<file path="config.mk">
export PLATFORM = sky130hd
export DESIGN_NAME = parking_sensor_filter
export DESIGN_NICKNAME = d
export VERILOG_FILES = /design/src/rtl/parking_pkg.sv /design/src/rtl/sensor_debounce_channel.sv /design/src/rtl/parking_sensor_filter.sv
export SDC_FILE = /design/constraint.sdc
export NUM_CORES = 1
export LEC_CHECK = 0
export CAP_MARGIN = 10
export CORE_UTILIZATION = 55
export DETAILED_ROUTE_END_ITERATION = 10
export GPL_TIMING_DRIVEN = 0
export PLACE_DENSITY = 0.74
export RECOVER_POWER = 50
export SLEW_MARGIN = 0
export SYNTH_ARGS = -nofsm -noshare
export SYNTH_HDL_FRONTEND = slang
export SYNTH_SLANG_ARGS = --single-unit
</file>
<file path="constraint.sdc">
create_clock -name clk -period 3.1 [get_ports clk]
set_input_delay 0.93 -clock clk [delete_from_list [all_inputs] [get_ports clk]]
set_output_delay 0.93 -clock clk [all_outputs]
set_load 0.02 [all_outputs]
</file>
<file path="src/rtl/parking_pkg.sv">
// Shared constants for the parking sensor input-conditioning path.
// Channel defaults and the bit positions of each sensor in the fault vector.
package parking_pkg;

    localparam int SENSOR_SYNC_STAGES     = 2;
    localparam int SENSOR_DEBOUNCE_CYCLES = 16;
    localparam int SENSOR_STUCK_CYCLES    = 65535;

    localparam int NUM_SENSORS    = 2;
    localparam int FAULT_ENTRANCE = 0;
    localparam int FAULT_EXIT     = 1;

endpackage

</file>
<file path="src/rtl/sensor_debounce_channel.sv">
// One sensor channel: synchroniser, debounce filter, rise pulse and a sticky
// stuck-high detector.
module sensor_debounce_channel
    import parking_pkg::*;
#(
    parameter int SYNC_STAGES     = SENSOR_SYNC_STAGES,
    parameter int DEBOUNCE_CYCLES = SENSOR_DEBOUNCE_CYCLES,
    parameter int STUCK_CYCLES    = SENSOR_STUCK_CYCLES
) (
    input  logic clk,
    input  logic reset_n,
    input  logic raw,
    input  logic fault_clear,
    output logic clean,
    output logic rise,
    output logic stuck
);

    localparam int DEB_W = $clog2(DEBOUNCE_CYCLES);
    localparam int STK_W = $clog2(STUCK_CYCLES + 1);
    localparam logic [DEB_W-1:0] DEB_LAST = DEB_W'(DEBOUNCE_CYCLES - 1);
    localparam logic [STK_W-1:0] STK_MAX  = STK_W'(STUCK_CYCLES);

    logic [SYNC_STAGES-1:0] sync_q, sync_d;
    logic                   synced;
    logic [DEB_W-1:0]       deb_cnt_q, deb_cnt_d;
    logic                   clean_q, clean_d;
    logic                   rise_q, rise_d;
    logic [STK_W-1:0]       stk_cnt_q, stk_cnt_d;
    logic                   stuck_q, stuck_d;

    always_comb begin
        sync_d = {sync_q[SYNC_STAGES-2:0], raw};
        synced = sync_q[SYNC_STAGES-1];
    end

    // A disagreement must persist DEBOUNCE_CYCLES cycles; any agreement restarts it.
    always_comb begin
        deb_cnt_d = deb_cnt_q;
        clean_d   = clean_q;
        if (synced == clean_q) begin
            deb_cnt_d = '0;
        end else if (deb_cnt_q == DEB_LAST) begin
            clean_d   = synced;
            deb_cnt_d = '0;
        end else begin
            deb_cnt_d = deb_cnt_q + 1'b1;
        end
        rise_d = clean_d & ~clean_q;
    end

    // Clear has priority; a still-saturated counter re-raises the flag next edge.
    always_comb begin
        stk_cnt_d = stk_cnt_q;
        if (!clean_q) begin
            stk_cnt_d = '0;
        end else if (stk_cnt_q != STK_MAX) begin
            stk_cnt_d = stk_cnt_q + 1'b1;
        end
        if (fault_clear) begin
            stuck_d = 1'b0;
        end else begin
            stuck_d = stuck_q | (stk_cnt_d == STK_MAX);
        end
    end

    always_ff @(posedge clk) begin
        if (!reset_n) begin
            sync_q    <= '0;
            deb_cnt_q <= '0;
            clean_q   <= 1'b0;
            rise_q    <= 1'b0;
            stk_cnt_q <= '0;
            stuck_q   <= 1'b0;
        end else begin
            sync_q    <= sync_d;
            deb_cnt_q <= deb_cnt_d;
            clean_q   <= clean_d;
            rise_q    <= rise_d;
            stk_cnt_q <= stk_cnt_d;
            stuck_q   <= stuck_d;
        end
    end

    assign clean = clean_q;
    assign rise  = rise_q;
    assign stuck = stuck_q;

endmodule

</file>
<file path="src/rtl/parking_sensor_filter.sv">
// Conditions the raw entrance/exit sensors for the parking controller using
// two independent debounce channels.
module parking_sensor_filter
    import parking_pkg::*;
#(
    parameter int SYNC_STAGES     = SENSOR_SYNC_STAGES,
    parameter int DEBOUNCE_CYCLES = SENSOR_DEBOUNCE_CYCLES,
    parameter int STUCK_CYCLES    = SENSOR_STUCK_CYCLES
) (
    input  logic       clk,
    input  logic       reset_n,
    input  logic       raw_entrance,
    input  logic       raw_exit,
    input  logic       fault_clear,
    output logic       sensor_entrance,
    output logic       sensor_exit,
    output logic       entrance_rise,
    output logic       exit_rise,
    output logic [1:0] stuck_fault
);

    logic [NUM_SENSORS-1:0] raw_vec, clean_vec, rise_vec, stuck_vec;

    assign raw_vec[FAULT_ENTRANCE] = raw_entrance;
    assign raw_vec[FAULT_EXIT]     = raw_exit;

    for (genvar ch = 0; ch < NUM_SENSORS; ch++) begin : g_ch
        sensor_debounce_channel #(
            .SYNC_STAGES    (SYNC_STAGES),
            .DEBOUNCE_CYCLES(DEBOUNCE_CYCLES),
            .STUCK_CYCLES   (STUCK_CYCLES)
        ) u_chan (
            .clk        (clk),
            .reset_n    (reset_n),
            .raw        (raw_vec[ch]),
            .fault_clear(fault_clear),
            .clean      (clean_vec[ch]),
            .rise       (rise_vec[ch]),
            .stuck      (stuck_vec[ch])
        );
    end

    assign sensor_entrance = clean_vec[FAULT_ENTRANCE];
    assign sensor_exit     = clean_vec[FAULT_EXIT];
    assign entrance_rise   = rise_vec[FAULT_ENTRANCE];
    assign exit_rise       = rise_vec[FAULT_EXIT];
    assign stuck_fault     = stuck_vec;

endmodule

</file>
==> impl_metrics.csv, run 1 <==
group,metric,value,unit
status,status,"complete, no violations",
setup_path,crit_fanout,9,
route,vias,2110,
timing,skew,0.0106,ns
clocking,cts_resized,0,
timing,whs,0.440,ns
global_route,grt_pass1_wl,8.42,mm
cells_and_area,drive_gt1_share,6.98,%
placement,dp.final_hpwl,3.53,mm
clocking,cts_setup_buffers,0,
timing,finalSetupTns,0,ns
clocking,cts_tree,"built",
global_route,grt_pass1_vias,1907,
route,wl_per_cell,13.2,um
clocking,cts.htree.levels,2,
clocking,insertion_delay,0.30,ns
yosys,synth_top_area_cell,"dfxtp_1",
route,routed_wl,4.83,mm
timing,finalHoldViolCount,0,
clocking,clockBufferDepth,2,
cells_and_area,syn_to_final_growth,11.3,%
floorplan,row_count,24,
timing,tightest_slew,0.901,ns
global_route,grt_usage,21.7,%
floorplan,fp.dieH,69.5,um
yosys,syn_nets,306,
yosys,synth_xor_area_share,8.73,%
timing,rsz0062_at_grt,"no",
yosys,ys.flop_type,"dfxtp_1",
floorplan,dieArea,0.00483,sq mm
cells_and_area,num_antenna_cells,0,
yosys,synth_top_family_by_area,"simple AND/OR/NAND/NOR gates",
timing,drv_slew,0,
yosys,synth-compound-area-share,13.0,%
run,cap_viol_max_count,0,
yosys,synth-edff-count,0,
timing,fin_crit_sh,95.0,%
yosys,yosys.area_share.adder,2.00,%
global_route,grt_max_degree,16,
setup_path,max_stage_delay,0.57,ns
route,routed_via_density,5.75,
timing,fin_crit,2.95,ns
yosys,ys_top_cells_by_area,"dfxtp_1, nor2_1, xor2_1, xnor2_1, nand3_1",
yosys,synth_warnings,0,
setup_path,path_cells,"ha_2 -> nand4_4 -> or4_4 -> a2111oi_4 -> o221ai_2 -> or4_1 -> o31ai_2",
floorplan,die_w,69.5,um
yosys,synth.area.mux_share,2.79,%
setup_path,slowest_stage,"or4_4",
setup_path,critPathKind,"register to register",
clocking,clk_pin_slew,0.09,ns
yosys,syn_area,0.00251,sq mm
floorplan,fp.coreArea,0.00435,sq mm
setup_path,arrival,3.17,ns
route,drtIter0Drc,135,
timing,relSlewSlack,39.5,%
floorplan,start_util,57.6,%
yosys,post_synth_and_or_nand_nor_area_fraction,30.3,%
timing,finalSetupViolations,0,
cells_and_area,fin_cells,367,
yosys,ys_seq_elements,50,
clocking,cts_root_buf,"clkbuf_8",
yosys,avgSynthCellArea,8.44,sq um
placement,portBuffers,10,
placement,routabilityCongestion,0.900,
power,power_density,398,mW/mm^2
clocking,cts_buffers,5,
timing,fmax,0.340,GHz
setup_path,cp-end-kind,"register",
route,drc_errors,0,
power,ir_worst_vdd,0.212,mV
setup_path,cp.required,3.33,ns
route,antenna_left,0,
power,power.leakage,0.941,nW
min_path,hold_class,"register to register",
setup_path,startpoint_type,"register",
clocking,clock_sinks,50,
cells_and_area,fin_nets,323,
yosys,synth_top_area_share,39.9,%
yosys,async_flop_share,0,%
global_route,antenna_found_initial,0,
yosys,syn_inst,297,
placement,placed_cells,359,
route,first_pass_iters,4,
yosys,ys_seq_area_share,39.9,%
clocking,ctsHoldBuffers,0,
yosys,synth_cell_type_count,47,
floorplan,io_pins,11,
global_route,grt_overflow,0,
[Yosys cell counts, types with 2 or more instances]
cell type,instances
xor2_1,13
buf_4,2
nor4_1,6
nor3_1,11
nand2_1,26
nor2b_1,10
mux2i_1,7
a22oi_1,2
and3_1,5
nand4_1,10
and3b_1,2
a21oi_1,13
ha_1,4
xnor2_1,12
buf_2,2
a31oi_1,4
dfxtp_1,50
a21o_1,2
and2_1,7
o21ai_0,8
a211oi_1,5
inv_1,8
nor2_1,37
o21a_1,2
nand3_1,20
o2111ai_1,2
clkbuf_1,6
and4_2,2
[report_power, final]
group | internal, mW | switching (mW)
clock | 0.241 | 0.210
sequential | 0.645 | 0.00146
combinational | 0.00723 | 0.00636
total | 0.893 | 0.218
[state kept, by name, indices dropped and copies added, names as in the netlist]
signal / flops
g_ch.u_chan.sync_q: 4
g_ch.u_chan.deb_cnt_q: 8
g_ch.u_chan.stuck: 2
g_ch.u_chan.stk_cnt_q: 32
g_ch.u_chan.clean: 2
g_ch.u_chan.rise: 2
[per-layer routing]
metal	global-route usage [%]	up-vias	wire, um
li1	-	1100	-
met1	27.9	956	2310
met2	35.0	41	2260
met3	4.65	13	158
met4	9.30	0	106
met5	0	-	0
[cell usage in the layout, fill, tap and decap left out, types with 2 or more instances in the layout]
cell              n
dfxtp_1          50
nor2_1           37
nand2_1          26
nand3_1          20
a21oi_1          13
xor2_1           13
xnor2_1          12
nor3_1           11
nand4_1          10
nor2b_1          10
inv_1             8
clkbuf_1          8
o21ai_0           8
clkdlybuf4s50_1   8
mux2i_1           7
a211oi_1          5
nor4_1            5
and3_1            5
clkbuf_8          5
and2_1            4
a31oi_1           4
and2_0            3
ha_1              3
buf_2             2
a22oi_1           2
and4_2            2
a21o_1            2
o2111ai_1         2
o21a_1            2
and3b_1           2
buf_4             2
dlygate4sd3_1     2
[final timing paths]
kind,startpoint,to,slack [ns],cells past startpoint
worst max-delay path,g_ch[0].u_chan.stk_cnt_q[0],g_ch[0].u_chan.stuck,0.15,7
worst min-delay path,g_ch[0].u_chan.sync_q[0],g_ch[0].u_chan.sync_q[1],0.44,1
worst max register to register,g_ch[0].u_chan.stk_cnt_q[0],g_ch[0].u_chan.stuck,0.15,7
worst min register to register,g_ch[0].u_chan.sync_q[0],g_ch[0].u_chan.sync_q[1],0.44,1
[final cells by class]
class	count	area, sq um
Clock buffer	6	72.6
Multi-Input combinational cell	228	1430
Buffer	11	51.3
Tap cell	52	65.1
Sequential cell	50	1000
Timing Repair Buffer	10	100
Clock inverter	2	37.5
Fill cell	393	1560
Inverter	8	30.0
[through the flow]
step           util (%)  power (mW)  area [sq um]  setup WS, ns
6_report           64.1        1.11          2790         0.155
5_1_grt            64.1        1.15          2790        0.0113
4_1_cts            63.9        1.12          2780        0.0918
3_5_place_dp       61.4       0.675          2670        0.0419
3_3_place_gp       61.4       0.675          2670        0.0674
2_1_floorplan         -       0.667          2510         0.398
[worst max-delay path, delay by kind of cell, from the launching register on]
kind | cells | cell delay [ns]
fa+ha+maj | 1 | 0.33
simple gates | 3 | 1.32
compound gates | 3 | 0.69
flops | 1 | 0.53
[kinds of logic after synthesis]
kind of cell / after synthesis
and+or+nand+nor: 146
DFF: 50
AOI/OAI and AO/OA: 46
xor gates and xnor gates: 25
buffers and inverters: 19
muxes: 7
adders and majority gates: 4
No activity file was read; power rests on OpenSTA's default activity.
==> inputs of run 2 (changes only) <==
--- a/config.mk
+++ b/config.mk
@@ -9,7 +9,8 @@
 export CORE_UTILIZATION = 55
 export DETAILED_ROUTE_END_ITERATION = 10
 export GPL_TIMING_DRIVEN = 0
-export PLACE_DENSITY = 0.74
+export MAX_ROUTING_LAYER = met4
+export PLACE_DENSITY = 0.73
 export RECOVER_POWER = 50
 export SLEW_MARGIN = 0
 export SYNTH_ARGS = -nofsm -noshare
==> impl_metrics.csv, run 2 (synthesis results as in run 1) <==
group,metric,value,unit
route,top_layer,"met4",
status,status,"complete, no violations",
timing,finalSetupTns,0,ns
timing,skew,0.00607,ns
cells_and_area,syn_to_final_growth,10.1,%
setup_path,critPathKind,"register to register",
global_route,grt_usage,22.7,%
floorplan,fp.coreArea,0.00435,sq mm
timing,setup_slack,0.169,ns
floorplan,row_count,24,
global_route,grt_overflow,0,
route,routed_wl,4.94,mm
cells_and_area,largest_reg_flops,32,
setup_path,arrival,3.16,ns
run,cap_viol_max_count,0,
clocking,clock_sinks,50,
route,met1Wirelength,2.44,mm
placement,pre_cts_ws,0.0300,ns
timing,rsz0062_at_grt,"no",
setup_path,max_stage_delay,0.57,ns
timing,finalSetupViolations,0,
cells_and_area,n_fill_cell,377,
clocking,cts.htree.levels,2,
timing,relSlewSlack,35.2,%
timing,finalHoldViolCount,0,
clocking,cts_tree,"built",
timing,whs,0.443,ns
setup_path,cp-end-kind,"register",
timing,fin_crit_sh,94.6,%
timing,fin_crit,2.93,ns
setup_path,crit_fanout,9,
power,p_total,1.02,mW
clocking,cts_setup_buffers,0,
route,first_pass_iters,4,
floorplan,die_w,69.5,um
floorplan,io_pins,11,
floorplan,dieArea,0.00483,sq mm
global_route,antenna_found_initial,0,
cells_and_area,layout_commonest_cell,"dfxtp_1",
clocking,clk_pin_slew,0.09,ns
timing,fmax,0.341,GHz
cells_and_area,drive_gt1_share,6.69,%
placement,portBuffers,10,
setup_path,cp.required,3.33,ns
cells_and_area,final_cell_mix,"dfxtp_1, nor2_1, nand2_1, nand3_1",
route,dr_wl_met2,2.29,mm
cells_and_area,utilization,63.4,%
power,power.leakage,0.930,nW
cells_and_area,fin_nets,323,
timing,tightest_slew,0.964,ns
global_route,grt_max_degree,15,
min_path,hold_class,"register to register",
cells_and_area,reg_top3,"g_ch.u_chan.stk_cnt_q x32, g_ch.u_chan.deb_cnt_q x8, g_ch.u_chan.sync_q x4",
global_route,grt_pass1_wl,8.57,mm
route,drtIter0Drc,123,
cells_and_area,multi_input_area,0.00143,sq mm
power,power_density,371,mW/mm^2
setup_path,slowest_stage,"or4_4",
cells_and_area,regArea,0.00100,sq mm
route,wl_met3,122,um
clocking,cts_buffers,5,
clocking,clockBufferDepth,2,
route,drc_errors,0,
power,ir_worst_vdd,0.204,mV
route,routed_via_density,5.65,
global_route,grt_pass1_vias,1888,
setup_path,path_cells,"ha_2 -> nand4_4 -> or4_4 -> a2111oi_4 -> o221ai_2 -> or4_1 -> o31ai_2",
timing,drv_slew,0,
route,wl_per_cell,13.5,um
setup_path,reg2regPathDepth,7,
setup_path,startpoint_type,"register",
floorplan,start_util,57.6,%
cells_and_area,num_antenna_cells,0,
clocking,cts_root_buf,"clkbuf_8",
placement,routabilityCongestion,0.889,
min_path,hold_path_depth,1,
placement,dp.final_hpwl,3.52,mm
floorplan,fp.dieH,69.5,um
route,vias,2068,
route,antenna_left,0,
cells_and_area,regMostFlops,"g_ch.u_chan.stk_cnt_q",
clocking,insertion_delay,0.31,ns
-- run 2: worst paths after layout --
| path | startpoint | endpoint | slack, ns |
|---|---|---|---|
| max reg2reg | g_ch[0].u_chan.stk_cnt_q[0] | g_ch[0].u_chan.stuck | 0.17 |
| min reg2reg | g_ch[0].u_chan.sync_q[0] | g_ch[0].u_chan.sync_q[1] | 0.44 |
| min | g_ch[0].u_chan.sync_q[0] | g_ch[0].u_chan.sync_q[1] | 0.44 |
| max | g_ch[0].u_chan.stk_cnt_q[0] | g_ch[0].u_chan.stuck | 0.17 |
-- run 2: critical path: cells and delay by family (launching register included) --
| family | cells | cell delay [ns] |
|---|---|---|
| AOI/OAI and AO/OA | 3 | 0.68 |
| adders and majority gates | 1 | 0.33 |
| and+or+nand+nor | 3 | 1.33 |
| DFF | 1 | 0.52 |
-- run 2: power by group --
| part | leakage (nW) | internal (mW) | switching (mW) |
|---|---|---|---|
| logic | 0.489 | 0.00722 | 0.00623 |
| clock network | 0.0373 | 0.155 | 0.209 |
| registers | 0.404 | 0.645 | 0.00146 |
| total | 0.930 | 0.807 | 0.217 |
-- run 2: area by class of cell --
| type | count | share of cell area [%] |
|---|---|---|
| Clock buffer | 6 | 2.63 |
| Inverter | 8 | 1.09 |
| Multi-Input combinational cell | 228 | 51.9 |
| Tap cell | 52 | 2.36 |
| Timing Repair Buffer | 10 | 3.62 |
| Buffer | 11 | 1.86 |
| Clock inverter | 1 | 0.272 |
| Sequential cell | 50 | 36.2 |
-- run 2: per-layer routing --
| layer | up-vias | global-route usage (%) |
|---|---|---|
| li1 | 1093 | - |
| met1 | 940 | 29.1 |
| met2 | 28 | 34.8 |
| met3 | 7 | 4.51 |
| met4 | 0 | 10.2 |
| met5 | - | - |
-- run 2: timing repair --
action	CTS	global route
setup endpoints to repair	0	1
resized for setup	0	2
endpoints found under the hold margin	0	0
hold buffers	0	0
-- run 2: stage by stage --
step / cells / area, sq um
after floorplan: 297 / 2510
after global placement: 359 / 2670
after detailed placement: 359 / 2670
after CTS: 366 / 2750
after global routing: 366 / 2760
final: 366 / 2760
